--- src/rtl/axi_ddr_arbiter.sv ---
// axi_ddr_arbiter: N-master to single-DDR-port AXI-style arbiter.
// Address channel: round-robin grant through a two-state (IDLE/ISSUE) FSM.
// Write data: steered by a write-order FIFO of granted master indices.
// Read data: routed combinationally by the master index carried in the upper ID bits.
module axi_ddr_arbiter #(
  parameter int NUM_M    = 3,
  parameter int ID_W     = 6,
  parameter int DATA_W   = 64,
  parameter int WQ_DEPTH = 4,
  localparam int MI_W    = (NUM_M > 1) ? $clog2(NUM_M) : 1
) (
  input  logic                         gclk,
  input  logic                         gresetn,
  // per-master address channels
  input  logic [NUM_M*ID_W-1:0]        m_aid,
  input  logic [NUM_M*32-1:0]          m_addr,
  input  logic [NUM_M-1:0]             m_avalid,
  input  logic [NUM_M-1:0]             m_awrite,
  input  logic [NUM_M*4-1:0]           m_alen,
  input  logic [NUM_M*2-1:0]           m_aburst,
  output logic [NUM_M-1:0]             m_aready,
  // per-master write data channels
  input  logic [NUM_M*DATA_W-1:0]      m_wdata,
  input  logic [NUM_M*(DATA_W/8)-1:0]  m_wstrb,
  input  logic [NUM_M-1:0]             m_wlast,
  input  logic [NUM_M-1:0]             m_wvalid,
  output logic [NUM_M-1:0]             m_wready,
  // per-master read channels
  output logic [NUM_M*ID_W-1:0]        m_rid,
  output logic [NUM_M*DATA_W-1:0]      m_rdata,
  output logic [NUM_M-1:0]             m_rlast,
  output logic [NUM_M-1:0]             m_rvalid,
  input  logic [NUM_M-1:0]             m_rready,
  // DDR address channel
  output logic [ID_W+MI_W-1:0]         aid_ddr,
  output logic [31:0]                  axi_addr_ddr,
  output logic                         avalid_ddr,
  output logic                         awrite_ddr,
  output logic [3:0]                   alen_ddr,
  output logic [1:0]                   aburst_ddr,
  input  logic                         aready_ddr,
  // DDR write channel
  output logic [DATA_W-1:0]            wdata_ddr,
  output logic [DATA_W/8-1:0]          wstrb_ddr,
  output logic                         wlast_ddr,
  output logic                         wvalid_ddr,
  input  logic                         wready_ddr,
  // DDR read channel
  input  logic [ID_W+MI_W-1:0]         rid_ddr,
  input  logic [DATA_W-1:0]            rdata_ddr,
  input  logic                         rlast_ddr,
  input  logic                         rvalid_ddr,
  output logic                         rready_ddr
);

  localparam int AW   = ID_W + MI_W;
  localparam int SW   = DATA_W / 8;
  localparam int QP_W = (WQ_DEPTH > 1) ? $clog2(WQ_DEPTH) : 1;
  localparam int CW   = QP_W + 1;

  localparam logic ST_IDLE  = 1'b0;
  localparam logic ST_ISSUE = 1'b1;

  // Master index reached by stepping 'off' places from 'base', wrapping at NUM_M.
  function automatic logic [MI_W-1:0] rr_idx(input logic [MI_W-1:0] base, input int off);
    int s;
    s = int'(base) + off;
    if (s >= NUM_M) s = s - NUM_M;
    return MI_W'(s);
  endfunction

  // address FSM state
  logic            state_q, state_d;
  logic [MI_W-1:0] rr_ptr_q, rr_ptr_d;
  logic [MI_W-1:0] win_q, win_d;
  logic            avalid_q, avalid_d;
  logic            awrite_q, awrite_d;
  logic [AW-1:0]   aid_q, aid_d;
  logic [31:0]     addr_q, addr_d;
  logic [3:0]      alen_q, alen_d;
  logic [1:0]      aburst_q, aburst_d;

  // arbitration
  logic [NUM_M-1:0] elig;
  logic             arb_found;
  logic [MI_W-1:0]  arb_win;
  logic [ID_W-1:0]  sel_aid;
  logic [31:0]      sel_addr;
  logic             sel_awrite;
  logic [3:0]       sel_alen;
  logic [1:0]       sel_aburst;
  logic             aw_hs;

  // write-order FIFO
  logic [MI_W-1:0] wq_mem [WQ_DEPTH];
  logic [QP_W-1:0] wq_wr_q, wq_rd_q;
  logic [CW-1:0]   wq_cnt_q;
  logic            wq_full, wq_empty, wq_push, wq_pop;
  logic [MI_W-1:0] wq_head;

  logic [MI_W-1:0] rd_k;

  assign wq_full  = (wq_cnt_q == CW'(WQ_DEPTH));
  assign wq_empty = (wq_cnt_q == '0);
  assign wq_head  = wq_mem[wq_rd_q];
  assign aw_hs    = (state_q == ST_ISSUE) && aready_ddr;
  assign wq_push  = aw_hs && awrite_q;
  assign wq_pop   = wvalid_ddr && wready_ddr && wlast_ddr;

  assign aid_ddr      = aid_q;
  assign axi_addr_ddr = addr_q;
  assign avalid_ddr   = avalid_q;
  assign awrite_ddr   = awrite_q;
  assign alen_ddr     = alen_q;
  assign aburst_ddr   = aburst_q;

  // Round-robin search from rr_ptr; writes are held back while the order FIFO is full.
  always_comb begin
    elig       = m_avalid & ~(m_awrite & {NUM_M{wq_full}});
    arb_found  = 1'b0;
    arb_win    = '0;
    for (int j = 0; j < NUM_M; j++) begin
      if (!arb_found && elig[rr_idx(rr_ptr_q, j)]) begin
        arb_found = 1'b1;
        arb_win   = rr_idx(rr_ptr_q, j);
      end
    end
    sel_aid    = '0;
    sel_addr   = '0;
    sel_awrite = 1'b0;
    sel_alen   = '0;
    sel_aburst = '0;
    for (int i = 0; i < NUM_M; i++) begin
      if (arb_win == MI_W'(i)) begin
        sel_aid    = m_aid[i*ID_W +: ID_W];
        sel_addr   = m_addr[i*32 +: 32];
        sel_awrite = m_awrite[i];
        sel_alen   = m_alen[i*4 +: 4];
        sel_aburst = m_aburst[i*2 +: 2];
      end
    end
  end

  // Next-state for the address FSM: latch the winner in IDLE, hold it in ISSUE until accepted.
  always_comb begin
    state_d  = state_q;
    rr_ptr_d = rr_ptr_q;
    win_d    = win_q;
    avalid_d = avalid_q;
    awrite_d = awrite_q;
    aid_d    = aid_q;
    addr_d   = addr_q;
    alen_d   = alen_q;
    aburst_d = aburst_q;
    case (state_q)
      ST_IDLE: begin
        if (arb_found) begin
          state_d  = ST_ISSUE;
          avalid_d = 1'b1;
          win_d    = arb_win;
          aid_d    = {arb_win, sel_aid};
          addr_d   = sel_addr;
          awrite_d = sel_awrite;
          alen_d   = sel_alen;
          aburst_d = sel_aburst;
        end
      end
      ST_ISSUE: begin
        if (aready_ddr) begin
          state_d  = ST_IDLE;
          avalid_d = 1'b0;
          rr_ptr_d = (win_q == MI_W'(NUM_M - 1)) ? '0 : win_q + MI_W'(1);
        end
      end
      default: state_d = ST_IDLE;
    endcase
  end

  // Address FSM registers; reset drops any in-flight request so arbitration restarts from master 0.
  always_ff @(posedge gclk or negedge gresetn) begin
    if (!gresetn) begin
      state_q  <= ST_IDLE;
      rr_ptr_q <= '0;
      win_q    <= '0;
      avalid_q <= 1'b0;
      awrite_q <= 1'b0;
      aid_q    <= '0;
      addr_q   <= '0;
      alen_q   <= '0;
      aburst_q <= '0;
    end else begin
      state_q  <= state_d;
      rr_ptr_q <= rr_ptr_d;
      win_q    <= win_d;
      avalid_q <= avalid_d;
      awrite_q <= awrite_d;
      aid_q    <= aid_d;
      addr_q   <= addr_d;
      alen_q   <= alen_d;
      aburst_q <= aburst_d;
    end
  end

  // Address-accept pulse goes back to the granted master on the DDR handshake cycle.
  always_comb begin
    m_aready = '0;
    for (int i = 0; i < NUM_M; i++) begin
      m_aready[i] = aw_hs && (win_q == MI_W'(i));
    end
  end

  // Write-order FIFO pointers and occupancy; simultaneous push and pop leave the count unchanged.
  always_ff @(posedge gclk or negedge gresetn) begin
    if (!gresetn) begin
      wq_wr_q  <= '0;
      wq_rd_q  <= '0;
      wq_cnt_q <= '0;
    end else begin
      if (wq_push) wq_wr_q <= wq_wr_q + QP_W'(1);
      if (wq_pop)  wq_rd_q <= wq_rd_q + QP_W'(1);
      case ({wq_push, wq_pop})
        2'b10:   wq_cnt_q <= wq_cnt_q + CW'(1);
        2'b01:   wq_cnt_q <= wq_cnt_q - CW'(1);
        default: wq_cnt_q <= wq_cnt_q;
      endcase
    end
  end

  // FIFO storage holds only master indices; entries are meaningful only between the pointers.
  always_ff @(posedge gclk) begin
    if (wq_push) wq_mem[wq_wr_q] <= win_q;
  end

  // W steering: only the master at the FIFO head sees wready, so others' data waits its turn.
  always_comb begin
    wvalid_ddr = 1'b0;
    wdata_ddr  = '0;
    wstrb_ddr  = '0;
    wlast_ddr  = 1'b0;
    m_wready   = '0;
    for (int i = 0; i < NUM_M; i++) begin
      if (!wq_empty && (wq_head == MI_W'(i))) begin
        wvalid_ddr  = m_wvalid[i];
        wdata_ddr   = m_wdata[i*DATA_W +: DATA_W];
        wstrb_ddr   = m_wstrb[i*SW +: SW];
        wlast_ddr   = m_wlast[i];
        m_wready[i] = wready_ddr;
      end
    end
  end

  assign rd_k    = rid_ddr[AW-1 -: MI_W];
  assign m_rid   = {NUM_M{rid_ddr[ID_W-1:0]}};
  assign m_rdata = {NUM_M{rdata_ddr}};
  assign m_rlast = {NUM_M{rlast_ddr}};

  // R steering by ID index; beats carrying an unknown index are accepted and dropped.
  always_comb begin
    m_rvalid   = '0;
    rready_ddr = 1'b1;
    for (int i = 0; i < NUM_M; i++) begin
      if (rd_k == MI_W'(i)) begin
        m_rvalid[i] = rvalid_ddr;
        rready_ddr  = m_rready[i];
      end
    end
    if (!gresetn) begin
      m_rvalid   = '0;
      rready_ddr = 1'b0;
    end
  end

endmodule

--- config.mk ---
export PLATFORM = sky130hd
export DESIGN_NAME = axi_ddr_arbiter
export DESIGN_NICKNAME = d
export VERILOG_FILES = /design/src/rtl/axi_ddr_arbiter.sv
export SDC_FILE = /design/constraint.sdc
export NUM_CORES = 1
export LEC_CHECK = 0
export ABC_AREA = 1
export CAP_MARGIN = 20
export CORE_AREA = 2 2 310 312
export CTS_CLUSTER_DIAMETER = 60
export DETAILED_ROUTE_END_ITERATION = 10
export DIE_AREA = 0 0 312 314
export PLACE_DENSITY = 0.31
export SYNTH_ARGS = -nofsm -noshare
export SYNTH_HDL_FRONTEND = slang
export SYNTH_SLANG_ARGS = --single-unit
export TNS_END_PERCENT = 100
--- constraint.sdc ---
create_clock -name gclk -period 2.5 [get_ports gclk]
set_input_delay 0.25 -clock gclk [delete_from_list [all_inputs] [get_ports gclk]]
set_output_delay 0.25 -clock gclk [all_outputs]
set_load 0.02 [all_outputs]
; ---- Word-level counts from Yosys, hierarchy flattened
; Memories as Yosys holds them, arrays and structs flattened.
; Cells that the tools add are included.
[word_totals]
word_cells = 133
output_inout_bits = 345
ramBits = 8
mem_bits_ro = 0
latch_bits = 0
inputBits = 441
ff_bits = 60
mem_count = 1
[mem_list]
columns = memory, depth, width, rd, rd_ports_with_merged_regs, write_ports, line_no
row1 = wq_mem, 4, 2, 1, 0, 1, 95  ; logic [MI_W-1:0] wq_mem [WQ_DEPTH];
[op_classes]
bitwise = 4
add_sub_neg = 10
n_mul = 0
div = 0
n_eq_ne = 13
order_cmp = 6
mux = 63
n_reduce_logical = 24
n_shift = 0
[ops]
columns = cell, count
row1 = $mux 64, 3
row2 = $mux 32, 3
row3 = $mux 1, 31
row4 = $mux 8, 3
row5 = $mux 2, 10
row6 = $mux 6, 3
row7 = $logic_and 1x1->1, 12
row8 = $mux 4, 3
row9 = $eq 2x1->1 const B, 5
row10 = $eq 2x2->1 const B, 5
row11 = $lt 2x3->1 const B, 3
row12 = $logic_not 2->1, 4
row13 = $add 2x1->2 const B, 3
row14 = $and 3x3->3, 2
row15 = $bmux 1 s2, 3
row16 = $ge 3x2->1 const B, 2
row17 = $pmux 3 s2, 1
row18 = $reduce_and 2->1, 3
row19 = $sub 2x2->2 const B, 3
row20 = $ne 2x2->1 const B, 2
row21 = $pmux 1 s2, 2
row22 = $add 2x1->3 const B, 1
row23 = $add 2x2->3 const B, 1
row24 = $add 3x1->3 const B, 1
row25 = other kinds (9), 11

; ---- Longest topological paths before layout
[logic_depth]
word_depth = 17
depth_mapped = 17
mapped_depth_nobuf = 16

; ---- Worst setup path before layout
; Ideal clock, no wire load.
[synth_path]
kind = flip-flop to flip-flop
startpoint = register wq_rd_q[0]
endpoint = register wq_cnt_q[2]
synth_period_minus_slack_ns = 2.691
stages_incl_launch_ff = 17
path_buffers = 2
t_arrival_ns = 2.560
slack_ns = -0.191
path_cell_list = dfrtp_1 -> buf_4 -> inv_2 -> nand2_1 -> nand3_1 -> nand2_1 -> nor2_2 -> buf_4 -> nand2_1 -> a21oi_2 -> and3_4 -> ha_1 -> inv_1 -> fa_1 -> a21oi_1 -> o21ai_0 -> xor2_1
[synth_between]
elab_chain_cells = 10
elab_cells_between_ends = 19
classes_between = 4 x eq/ne / 7 x mux / 7 x reduce/logical / 1 x memory
[synth_lines]
columns = item, line_no
row1 = "start, declared", 96  ; logic [QP_W-1:0] wq_wr_q, wq_rd_q;
row2 = "start signal, assigned", 220  ; if (wq_pop) wq_rd_q <= wq_rd_q + QP_W'(1);
row3 = $mem_v2 4x2 (*), n/a
row4 = $logic_not 2->1, 242  ; if (!wq_empty && (wq_head == MI_W'(i))) begin
row5 = $logic_and 1x1->1, 242
row6 = $mux 1 (2 in series), 242
row7 = $mux 1 (*), 242
row8 = via wvalid_ddr, 46  ; output logic wvalid_ddr,
row9 = $logic_and 1x1->1 (*) (2 in series), 108  ; assign wq_pop = wvalid_ddr && wready_ddr && wlast_ddr;
row10 = via wq_pop, 98  ; logic wq_full, wq_empty, wq_push, wq_pop;
row11 = $eq 2x1->1 / $eq 2x2->1 (equally long branches), 221  ; case ({wq_push, wq_pop})
row12 = $pmux 3 s2 / $reduce_bool 2->1 (equally long branches), n/a
row13 = "end signal, assigned", 222  ; 2'b10: wq_cnt_q <= wq_cnt_q + CW'(1);
row14 = "end signal, assigned", 223  ; 2'b01: wq_cnt_q <= wq_cnt_q - CW'(1);
row15 = "end signal, assigned", 224  ; default: wq_cnt_q <= wq_cnt_q;
row16 = "end, declared", 97  ; logic [CW-1:0] wq_cnt_q;
; The timed path passes the listed nets; every way through them passes the cells marked *.
; A chain may end at the register's enable or synchronous reset.

; ---- Worst setup path after layout
[layout_path]
startpoint = register wq_cnt_q[1]
endpoint = register wq_cnt_q[2]
[layout_between]
elab_chain_cells = 10
elab_cells_between_ends = 19
classes_between = 2 x add/sub / 2 x eq/ne / 7 x mux / 8 x reduce/logical
[layout_lines]
columns = item, line_no
row1 = $logic_not 3->1 (*), 104  ; assign wq_empty = (wq_cnt_q == '0);
row2 = $logic_not 1->1 (*), 242
row3 = $logic_and 1x1->1, 242
row4 = $mux 1 (3 in series), 242
row5 = $logic_and 1x1->1, 108
row6 = $logic_and 1x1->1 (*), 108
row7 = via wq_pop, 98
row8 = $eq 2x1->1 / $eq 2x2->1 (equally long branches), 221
row9 = $pmux 3 s2 / $reduce_bool 2->1 (equally long branches), n/a
; Marks and branches as above.

==> results.md <==
* Status: finished, final reports clean
* Hold path depth at 2
* Most frequent cells in the layout: clkdlybuf4s50_1 (424), nand2_1 (423), nand3_1 (85)
* Share of cells above drive strength 1 at 18.80%
* Hold path start: axi_addr_ddr[26]
* Crit-path slowest cell: dfrtp_1
* Reg-to-Reg End: wq_cnt_q[2]
* Total clock sinks at 66
* Least-Margin Pin Slew at 0.5194 ns
* DRT Pass-1 Iters at 5
* Critical Path Fanout Max at 3
* Reg2reg start: wq_cnt_q[1]
* Clock Tree Root: clkbuf_16
* CTS buffer count at 9
* Clock skew at 0.01920 ns
* IO buf count at 501
* FF+latch count, synth at 66
* Distinct cell type count after synthesis at 33
* Die area at 97970 um2
* CTS tree: yes
* Minimum clock period at 2.452 ns
* Starting Density at 7.463%
* Vias post-DR at 8313
* EDFF count, synth at 8
* Syn_nets at 1567
* CP Cell Sequence: nor2_4 -> nand2_2 -> nand2_4 -> nor2_4 -> buf_4 -> inv_4 -> nor2_4 -> a21oi_4 -> and3_4 -> ha_4 -> inv_2 -> fa_2 -> a21oi_2 -> o21ai_1 -> xor2_1
* Die Y at 314 um
* Non-Filler Instances at 2697
* Final hold vios at 0
* Pwr dens at 1603 nW/um2
* Max capacitance violation total at 0
* Clock Path Buffers at 2
* Cells after DPL at 2662
* Max IR drop VDD at 538.6 uV
* Fin Setup TNS at 0 ns
* Placer Congestion at 0.9268
* Rel. slew slack at 65.11%
* Grt ovf at 0
* Startpoint Class: flop
* Residual DRC at 0
* Chip width at 312 um
* Synth Warn # at 0
* Area delta synth->final at 99.81%
* Htree depth at 3
* # rows at 113
* WHS at 0.4774 ns
* Vias in the first global route at 8849
* DRT iter0 DRCs at 307
* Design Area, Final at 14080 um2
* Aggregate routed wire length at 55850 um
* Largest net degree at the start of global routing at 74
* CP arrival at 2.69 ns
* Worst hold path type: reg2reg
* Critical Path Sink Type: flop
* Most common cell after layout, fill and taps aside: clkdlybuf4s50_1
* Slew Limit Fails at 0
* DR vias/cell at 3.082
* Post-synthesis async set-or-reset flop share at 87.88%
* Most used flip-flop cell after synthesis: dfrtp_1
* Clock latency on the worst-skew pair at 0.38 ns
* Antenna Violating Nets Remaining at 0
* Final nets at 1875
* Static Leak at 5.890 nW
* Io pins at 786
* Worst reg2reg setup slack at 0.05 ns
* R2R cell count at 15
* Critical path required time at 2.74 ns
* Setup Viol. Count Final at 0
* First-pass GRT wire length at 74000 um
* Clock transition at path regs at 0.06 ns
* Max incr delay on CP at 0.43 ns
* Unrepaired setup endpoints after global routing: true
* WHS Endpoint: axi_addr_ddr[26]
* WS Path Type: reg2reg
* Syn avg cell area at 6.304 um2
* Tot GR Track Use at 10.98%
* Area of the core at 94450 um2
* Period utilisation layout at 98.08%
* Hpwl dp at 47240 um
* Sequential area share after synthesis at 24.00%
* Initial antenna violation count at 4
* Post-place instance area at 12880 um2
* Wire per inst at 20.71 um
* Synthesized area at 7048 um2
* Crit-path most repeated cell: nor2_4
* Max frequency at 0.4078 GHz
* Post-synthesis cell count at 1118
==> metrics by stage <==
stage	power (mW)	setup slack (ns)	util [%]
after detailed placement	20.13	-0.002902	13.64
after CTS	22.89	-0.01094	14.54
after floorplan	9.765	-0.01996	-
after global placement	20.18	-0.03822	13.64
after global routing	24.55	-0.07841	14.91
final	22.57	0.04792	14.91
==> cell families (layout without fill, tap and decap cells) <==
logic type	Yosys count	in the layout	share of synthesized area, %
and+or+nand+nor	722	722	43.74
buffers and inverters	297	610	28.46
DFF	66	66	24.00
AOI/OAI and AO/OA	20	20	1.651
adders and majority gates	8	8	1.527
xor gates and xnor gates	5	5	0.6213
other	0	1	0
==> cells in the mapped netlist, types with 2 or more instances <==
library cell	n	area (um2)
nor2_2	3	18.77
nand3_2	4	40.04
dfrtp_1	58	1451
buf_4	218	1637
nand3_1	147	735.7
o21ai_1	2	10.01
o22ai_1	3	18.77
clkbuf_1	25	93.84
nor3_1	2	10.01
a21oi_1	2	10.01
nand3b_1	15	112.6
nor2_1	80	300.3
a21oi_2	2	17.52
nand2_2	7	43.79
o21a_1	2	15.01
nand2_1	442	1659
ha_1	7	87.58
o21ai_0	9	45.04
edfxtp_1	8	240.2
buf_6	7	78.83
inv_1	27	101.4
nor2_4	3	33.78
xor2_1	4	35.03
buf_2	16	80.08
inv_2	4	15.01
or2_1	14	87.58
==> power breakdown <==
group / switching, mW / total, mW / internal [mW]
combinational: 10.9 / 19.1 / 8.23
clock: 0.601 / 1.48 / 0.881
sequential: 0.358 / 2.01 / 1.65
total: 11.8 / 22.6 / 10.8
==> worst max path at each step <==
stage	cells after the start	slack, ns	from	to
floorplan	16	-0.02	wq_rd_q[0]	wq_cnt_q[2]
global placement	16	-0.04	wq_rd_q[0]	wq_cnt_q[2]
detailed placement	15	-0.003	wq_rd_q[0]	wq_cnt_q[2]
CTS	12	-0.01	wq_rd_q[0]	wdata_ddr[21]
global route	17	-0.08	wq_rd_q[0]	wq_cnt_q[2]
finish	15	0.05	wq_cnt_q[1]	wq_cnt_q[2]
==> registers in the layout, indices dropped and copies added, names as in the netlist <==
| signal | flops |
|---|---|
| wq_rd_q | 2 |
| aburst_ddr | 2 |
| wq_wr_q | 2 |
| aid_ddr | 6 |
| awrite_ddr | 1 |
| axi_addr_ddr | 32 |
| state_q | 1 |
| alen_ddr | 4 |
| rr_ptr_q | 2 |
| win_q | 2 |
| avalid_ddr | 1 |
| wq_cnt_q | 3 |
| wq_mem | 8 |
==> cell type report <==
cell class	instances	area [um2]
multi-input cells	755	3980
well taps	1265	1583
diodes	1	2.502
flip-flops and latches	66	1693
fillers	10889	80360
repair buffers	563	6379
clock buffers	9	225.2
inverters	31	121.4
clock inverters	7	98.84
==> worst max-delay path, delay by kind of cell (launching register included) <==
| family | cells | cell delay (ns) |
|---|---|---|
| adder cells (fa/ha/maj) | 2 | 0.46 |
| XOR/XNOR | 1 | 0.15 |
| buffers and inverters | 3 | 0.23 |
| flip-flops | 1 | 0.43 |
| AO/OA/AOI/OAI | 3 | 0.32 |
| AND/OR/NAND/NOR | 6 | 0.72 |
==> layer usage <==
| layer | wire length, um | GRT usage, % | vias up | part of all wire (%) |
|---|---|---|---|---|
| met3 | 9082 | 8.274 | 61 | 16 |
| met1 | 20950 | 11.79 | 3776 | 38 |
| met4 | 1453 | 2.819 | 2 | 2.6 |
| li1 | - | - | 3889 | - |
| met2 | 24350 | 16.94 | 585 | 44 |
| met5 | 16 | 0.1451 | - | 0.029 |
==> what timing repair did <==
action	in CTS	in global routing
endpoints found under the hold margin	51	0
cloned	3	1
hold buffers	1	0
pin swaps	4	13
setup endpoints to repair	72	84
resized for setup	95	59
buffers inserted	9	4
Power figures use the tool's default switching activity.
